==> config.mk <==
export PLATFORM = sky130hd
export DESIGN_NAME = mem_port_arbiter
export DESIGN_NICKNAME = d
export VERILOG_FILES = /design/src/rtl/mem_arb_pkg.sv /design/src/rtl/mem_port_arbiter_arb_pick.sv /design/src/rtl/mem_port_arbiter.sv
export SDC_FILE = /design/constraint.sdc
export NUM_CORES = 1
export LEC_CHECK = 0
export CAP_MARGIN = 0
export CORE_MARGIN = 3
export CORE_UTILIZATION = 44
export DETAILED_ROUTE_END_ITERATION = 8
export GPL_TIMING_DRIVEN = 0
export PLACE_DENSITY = 0.85
export SLEW_MARGIN = 20
export SYNTH_ARGS = -nofsm -noshare
export SYNTH_HDL_FRONTEND = slang
export SYNTH_SLANG_ARGS = --single-unit
==> constraint.sdc <==
create_clock -name clk -period 8.3 [get_ports clk]
set_input_delay 0.83 -clock clk [delete_from_list [all_inputs] [get_ports clk]]
set_output_delay 0.83 -clock clk [all_outputs]
set_load 0.005 [all_outputs]
==> src/rtl/mem_arb_pkg.sv <==
// Shared types and counter widths for the unified-memory port arbiter.
package mem_arb_pkg;

    localparam int unsigned LAT_W    = 3;
    localparam int unsigned STREAK_W = 4;

    typedef enum logic [1:0] {
        IDLE,
        ISSUE,
        WAIT,
        RESP
    } state_t;

    typedef enum logic [1:0] {
        OWN_NONE,
        OWN_I,
        OWN_D
    } owner_t;

endpackage

==> src/rtl/mem_port_arbiter_arb_pick.sv <==
// Winner selection between fetch (I) and data (D) ports, D-first with an
// anti-starvation streak limit, plus the streak counter's next value.
module arb_pick
    import mem_arb_pkg::*;
#(
    parameter int unsigned MAX_DSTREAK = 4
) (
    input  logic                i_req,
    input  logic                d_req,
    input  logic [STREAK_W-1:0] dstreak,
    output logic                grant_i,
    output logic                grant_d,
    output logic [STREAK_W-1:0] dstreak_nxt
);

    logic streak_full;

    assign streak_full = (dstreak == STREAK_W'(MAX_DSTREAK));

    always_comb begin
        grant_i     = 1'b0;
        grant_d     = 1'b0;
        dstreak_nxt = dstreak;

        if (d_req && !(i_req && streak_full)) begin
            grant_d = 1'b1;
        end else if (i_req) begin
            grant_i = 1'b1;
        end

        // Streak only counts D grants that actually made I wait.
        if (grant_i) begin
            dstreak_nxt = '0;
        end else if (grant_d) begin
            if (!i_req) begin
                dstreak_nxt = '0;
            end else if (!streak_full) begin
                dstreak_nxt = dstreak + STREAK_W'(1);
            end
        end
    end

endmodule

==> src/rtl/mem_port_arbiter.sv <==
// Serialises I-fetch and D-stage accesses onto one fixed-latency single-port
// memory; returns registered read data and a one-cycle completion pulse.
module mem_port_arbiter
    import mem_arb_pkg::*;
#(
    parameter int unsigned AW          = 32,
    parameter int unsigned DW          = 32,
    parameter int unsigned MEM_LAT     = 2,
    parameter int unsigned MAX_DSTREAK = 4
) (
    input  logic          clk,
    input  logic          reset,
    input  logic          i_req,
    input  logic [AW-1:0] i_addr,
    output logic [DW-1:0] i_rdata,
    output logic          i_valid,
    output logic          i_stall,
    input  logic          d_req,
    input  logic          d_we,
    input  logic [AW-1:0] d_addr,
    input  logic [DW-1:0] d_wdata,
    output logic [DW-1:0] d_rdata,
    output logic          d_valid,
    output logic          d_stall,
    output logic          m_en,
    output logic          m_we,
    output logic [AW-3:0] m_addr,
    output logic [DW-1:0] m_wdata,
    input  logic [DW-1:0] m_rdata
);

    state_t              state, state_nxt;
    owner_t              owner, owner_nxt;
    logic [LAT_W-1:0]    lat_cnt, lat_cnt_nxt;
    logic [STREAK_W-1:0] dstreak, dstreak_nxt, pick_dstreak;
    logic                is_store, is_store_nxt;
    logic                grant_i, grant_d;
    logic                m_en_nxt, m_we_nxt;
    logic                i_valid_nxt, d_valid_nxt;
    logic [AW-3:0]       m_addr_nxt;
    logic [DW-1:0]       m_wdata_nxt, i_rdata_nxt, d_rdata_nxt;

    // Byte offset within the word is irrelevant to a word-addressed memory.
    logic unused_byte_offset;
    assign unused_byte_offset = ^{i_addr[1:0], d_addr[1:0]};

    arb_pick #(
        .MAX_DSTREAK(MAX_DSTREAK)
    ) u_pick (
        .i_req      (i_req),
        .d_req      (d_req),
        .dstreak    (dstreak),
        .grant_i    (grant_i),
        .grant_d    (grant_d),
        .dstreak_nxt(pick_dstreak)
    );

    assign i_stall = i_req & ~i_valid;
    assign d_stall = d_req & ~d_valid;

    // State, counters and all registered outputs.
    always_ff @(posedge clk or posedge reset) begin
        if (reset) begin
            state    <= IDLE;
            owner    <= OWN_NONE;
            lat_cnt  <= '0;
            dstreak  <= '0;
            is_store <= 1'b0;
            m_en     <= 1'b0;
            m_we     <= 1'b0;
            m_addr   <= '0;
            m_wdata  <= '0;
            i_rdata  <= '0;
            d_rdata  <= '0;
            i_valid  <= 1'b0;
            d_valid  <= 1'b0;
        end else begin
            state    <= state_nxt;
            owner    <= owner_nxt;
            lat_cnt  <= lat_cnt_nxt;
            dstreak  <= dstreak_nxt;
            is_store <= is_store_nxt;
            m_en     <= m_en_nxt;
            m_we     <= m_we_nxt;
            m_addr   <= m_addr_nxt;
            m_wdata  <= m_wdata_nxt;
            i_rdata  <= i_rdata_nxt;
            d_rdata  <= d_rdata_nxt;
            i_valid  <= i_valid_nxt;
            d_valid  <= d_valid_nxt;
        end
    end

    // Next-state and next-output logic.
    always_comb begin
        state_nxt    = state;
        owner_nxt    = owner;
        lat_cnt_nxt  = lat_cnt;
        dstreak_nxt  = dstreak;
        is_store_nxt = is_store;
        m_en_nxt     = 1'b0;
        m_we_nxt     = 1'b0;
        m_addr_nxt   = m_addr;
        m_wdata_nxt  = m_wdata;
        i_rdata_nxt  = i_rdata;
        d_rdata_nxt  = d_rdata;
        i_valid_nxt  = 1'b0;
        d_valid_nxt  = 1'b0;

        case (state)
            IDLE: begin
                dstreak_nxt = pick_dstreak;
                if (grant_d) begin
                    owner_nxt    = OWN_D;
                    is_store_nxt = d_we;
                    m_en_nxt     = 1'b1;
                    m_we_nxt     = d_we;
                    m_addr_nxt   = d_addr[AW-1:2];
                    m_wdata_nxt  = d_wdata;
                    state_nxt    = ISSUE;
                end else if (grant_i) begin
                    owner_nxt    = OWN_I;
                    is_store_nxt = 1'b0;
                    m_en_nxt     = 1'b1;
                    m_addr_nxt   = i_addr[AW-1:2];
                    state_nxt    = ISSUE;
                end
            end
            ISSUE: begin
                // With MEM_LAT==1 this loads zero, so WAIT captures on its first cycle.
                lat_cnt_nxt = LAT_W'(MEM_LAT - 1);
                state_nxt   = WAIT;
            end
            WAIT: begin
                if (lat_cnt == '0) begin
                    if (owner == OWN_I) begin
                        i_rdata_nxt = m_rdata;
                        i_valid_nxt = 1'b1;
                    end else if (owner == OWN_D) begin
                        if (!is_store) begin
                            d_rdata_nxt = m_rdata;
                        end
                        d_valid_nxt = 1'b1;
                    end
                    state_nxt = RESP;
                end else begin
                    lat_cnt_nxt = lat_cnt - LAT_W'(1);
                end
            end
            RESP: begin
                // No arbitration here: a still-held request waits for IDLE.
                owner_nxt = OWN_NONE;
                state_nxt = IDLE;
            end
            default: begin
                state_nxt = IDLE;
            end
        endcase
    end

endmodule

Word level (Yosys, flattened, before mapping)
Index checks and enable logic that the tools add are counted. Widths: inputs -> output; s select.

Input bits: 133. Bits in registers: 142. Output and inout bits: 132.

Bitwise operators: 6. Equality and inequality tests: 10. Reduce and logical (&&, ||, !) cells: 16. Multiplexer cells: 31. Add/subtract/negate cells: 2.

Operator list (count): $mux 30 (2); $mux 1 (17); $mux 4 (4); $reduce_and 2->1 (5); $mux 2 (4); $pmux 2 s4 (1); $eq 2x2->1 const B (3); $ne 3x3->1 const B (2); $pmux 3 s2 (1); $reduce_and 3->1 (2); $reduce_bool 2->1 (3); $reduce_and 5->1 (1); $add 4x1->4 const B (1); $eq 2x1->1 const B (2); $eq 4x3->1 const B (1); $ne 2x2->1 const B (2); $not 1->1 (4); $pmux 2 s2 (1); $logic_not 3->1 (1); $mux 3 (1); $sub 3x1->3 const B (1); $and 1x1->1 (2); $logic_and 1x1->1 (2); $logic_not 2->1 (1); $logic_not 1->1 (1).

Logic depth before layout (Yosys ltp)
Word-level depth: 8. Mapped depth: 7. Depth with buffers taken out: 6.

Modules after synthesis
A second synthesis with hierarchy kept.

Cells, all modules: 425. Area, all modules: 5987.0 um2.

By module, submodules not included: mem_port_arbiter (cells each 398, area an instance 5831.8 um2, times used 1, seq. area each 3553.4 um2); arb_pick (cells each 27, area an instance 155.1 um2, times used 1, seq. area each 0.0 um2).

Least setup slack after synthesis
OpenSTA, ideal clock, no wires.

Kind: input port to flip-flop. Start: input i_req. End: register m_addr[26]. Required time: 8.174 ns. Stages on the path: 6. Buffers on the path: 3. Setup slack: 6.290 ns. Arrival time: 1.884 ns. Setup time: 0.126 ns. Path through: buf_2 -> inv_1 -> o211a_1 -> buf_6 -> buf_6 -> a221o_1.

Cells in the longest elaborated chain, start to end: 6.

Ends and longest elaborated chain: from (decl) (line mem_port_arbiter.sv:13) `input logic i_req,`; $logic_and 1x1->1 (line mem_port_arbiter_arb_pick.sv:25) `if (d_req && !(i_req && streak_full)) begin`; $logic_not 1->1 (line mem_port_arbiter_arb_pick.sv:25); $logic_and 1x1->1 (line mem_port_arbiter_arb_pick.sv:25); $mux 1 (line mem_port_arbiter_arb_pick.sv:25); $reduce_bool 2->1 (no line); $reduce_and 2->1 (no line); to (signal assigned) (line mem_port_arbiter.sv:85) `m_addr <= m_addr_nxt;`; to (decl) (line mem_port_arbiter.sv:27) `output logic [AW-3:0] m_addr,`.

Several ways; a longest one is shown, not always the timed one. A chain may end at the register's enable or synchronous reset.

Final worst setup path
Start: input i_req. End: output i_stall.

Cells in the longest elaborated chain, start to end: 1.

Ends and longest elaborated chain: $and 1x1->1 (line mem_port_arbiter.sv:58) `assign i_stall = i_req & ~i_valid;`; to (decl) (line mem_port_arbiter.sv:17) `output logic i_stall,`.

Every way passes these cells.

==> impl_metrics.tcl <==
set metrics [dict create \
    relSlewSlack_pct 59.90 \
    synth.distinct_cells 37 \
    grt_pass1_wl_um 24930 \
    crit_path_start_kind "primary input" \
    critPathMaxFanout 10 \
    hold_slack_ns 0.4857 \
    power_density_mw_per_mm2 360.4 \
    slew_violations 0 \
    fill_cells 885 \
    synth_seq_area_share_pct 61.97 \
    numCtsBuffers 17 \
    hold_path_class "reg2reg" \
    netlist_instances 387 \
    rsz0062_at_grt "no" \
    die_h_um 120.2 \
    ctsRootBufferMaster "clkbuf_16" \
    antenna_left 0 \
    synthTopCellsByArea "dfrtp_1 (62%), mux2_2 (19%), a221o_1 (5.2%)" \
    grt_pass1_vias 4704 \
    drc_errors 0 \
    grt.total_usage_pct 22.36 \
    synthDominantCellAreaShare_pct 61.97 \
    initial_utilization_pct 45.26 \
    async_reset_ff_share_pct 100.0 \
    tightest_slew_ns 0.5975 \
    grt_antenna_before_repair 1 \
    cts.htree.levels 4 \
    ys_warn_count 0 \
    synth_mux_area_share_pct 19.42 \
    finalCritPeriodShare_pct 30.91 \
    period_needed_ns 2.565 \
    synth-simple-area-share_pct 6.088 \
    synth_compound_area_share_pct 7.441 \
    drv_cap 0 \
    vias_per_cell 4.998 \
    cpLargestDelayFamily "buffers and inverters" \
    place_hpwl_um 11510 \
    die-area_mm2 0.01444 \
    cts_hold_buf 0 \
    cts_setup_buffers 0 \
    tns_ns 0 \
    slowest_delay_ns 0.52 \
    wl_per_cell_um 18.40 \
    syn-num-nets 528 \
    peakVddDrop_mv 0.2206 \
    cts_buffer_depth 2 \
    clock_skew_ns 0.006537 \
    synth-xor-area-share_pct 0 \
    power.leakage_nw 3.916 \
    fmax_ghz 0.3898 \
    path_cells "buf_2 -> inv_1 -> nor2_1 -> clkdlybuf4s50_1" \
    vias 4233 \
    end_kind "output port" \
    tritoncts "built" \
    setup_viol 0 \
    synth_top_family_by_area "multiplexers" \
    required_ns 7.47 \
    crit_arrival_ns 1.74 \
    worstSkewPairLatency_ns 0.41 \
    report.final.hold_viol_count 0 \
    routed_wl_um 15590 \
    placementRows 41 \
    synth-adder-area-share_pct 1.746 \
    synth_edf_count 0 \
    cts_resized 0 \
    io_pins 265 \
    grt-ovfl-total 0 \
    synth_area_mm2 0.005734 \
    drive_above_1_share_pct 21.51 \
    path_clk_slew_ns 0.05 \
    die_w_um 120.2 \
    status "completed" \
    gp_congestion 0.7664 \
    ys.flop_type "dfrtp_1" \
    grt_max_degree 85 \
    drt_pre_antenna_iters 4 \
    synth_top_area_cell "dfrtp_1" \
    nets 806 \
    syn2layout_area_growth_pct 59.22 \
    path_class "in2out" \
    avgSynthCellArea_um2 14.82 \
    portBuffers 258 \
    crit_buf_inv 3 \
    coreArea_mm2 0.01267 \
    synth_seq_cells 142 \
    crit_path_top_delay_cell "clkdlybuf4s50_1" \
    drtIter0Drc 186 \
    cts_sinks 142 \
]
## registers in the layout, indices dropped and copies added (netlist names)
name      flops
m_addr       30
i_rdata      32
is_store      1
i_valid       1
m_we          1
d_valid       1
d_rdata      32
m_wdata      32
dstreak       4
m_en          1
state         2
owner         2
lat_cnt       3
## power breakdown
group / switching, mW / internal, mW / total (mW)
Combinational: 0.459 / 0.915 / 1.37
Clock: 0.265 / 0.457 / 0.722
Sequential: 0.176 / 1.02 / 1.19
## per-stage QoR
stage | setup WS, ns | util (%) | power [mW] | area (um^2) | std cells
2_1_floorplan | 3.660 | - | 1.749 | 5734 | 387
3_3_place_gp | 1.964 | 67.33 | 2.520 | 8532 | 817
3_5_place_dp | 5.726 | 67.61 | 2.584 | 8567 | 818
4_1_cts | 5.708 | 72.04 | 3.331 | 9128 | 846
5_1_grt | 5.646 | 72.05 | 3.490 | 9130 | 847
6_report | 5.735 | 72.05 | 3.290 | 9130 | 847
## layout make-up
type	count	area (um^2)	share of cell area (%)
flip-flops and latches	142	3553	38.92
repair buffers	259	2610	28.59
multi-input cells	210	1989	21.79
clock buffers	21	470.5	5.153
well taps	172	215.2	2.357
plain buffers	22	142.6	1.562
clock inverters	7	90.09	0.9867
inverters	13	56.30	0.6167
diodes	1	2.502	0.02741
## path summary, 6_finish.rpt
check                      startpoint     endpoint  slack [ns]  cells after the start
setup reg to reg           lat_cnt[0]   d_rdata[0]        6.23                      7
hold / removal             lat_cnt[1]   lat_cnt[1]        0.49                      1
min in group asynchronous       reset  m_wdata[21]        0.84                      2
max in group asynchronous       reset  i_rdata[23]        6.73                      3
setup / recovery                i_req      i_stall        5.73                      4
hold reg to reg            lat_cnt[1]   lat_cnt[1]        0.49                      1
## logic make-up after synthesis
kind of cell	count (synthesis)
buffers and inverters	35
DFF	142
muxes	99
AOI/OAI and AO/OA	47
adders and majority gates	8
and+or+nand+nor	56
## cell usage after synthesis (2+ instances only)
library cell / instances
nor2b_1: 2
o2bb2ai_1: 2
buf_6: 5
nand3_1: 3
nand2_1: 7
and2_1: 32
nor2_1: 3
buf_2: 9
nand3b_1: 2
a22o_1: 2
a21oi_1: 3
clkbuf_1: 5
dfrtp_1: 142
inv_1: 13
mux2_2: 97
buf_4: 3
a221o_1: 30
ha_1: 8
## worst register-to-register path, delay by kind of cell (launching register included)
family | cells | cell delay (ns)
flip-flops | 1 | 0.35
adder cells (fa/ha/maj) | 2 | 0.36
AND/OR/NAND/NOR | 2 | 0.51
buffers and inverters | 2 | 0.37
multiplexers | 1 | 0.36
## layout by cell type (no fill, tap or decap), types with 2 or more instances in the layout
master / instances
clkdlybuf4s50_1: 258
dfrtp_1: 142
mux2_2: 97
and2_1: 32
a221o_1: 30
clkbuf_16: 17
inv_1: 12
buf_2: 9
ha_1: 8
nand2_1: 7
clkbuf_1: 6
buf_6: 5
nand3_1: 3
a21oi_1: 3
nor2_1: 3
buf_4: 3
clkbuf_8: 3
clkinv_2: 3
nand3b_1: 2
nor2b_1: 2
o2bb2ai_1: 2
a22o_1: 2
clkinvlp_4: 2
bufinv_16: 2
## layer usage
metal,track usage (%),vias up,routed length [um]
met3,9.142,26,1251
met1,24.91,2091,5933
li1,-,1948,-
met5,0,-,0
met4,8.017,0,334
met2,38.53,168,8069
Power figures use the tool's default switching activity.
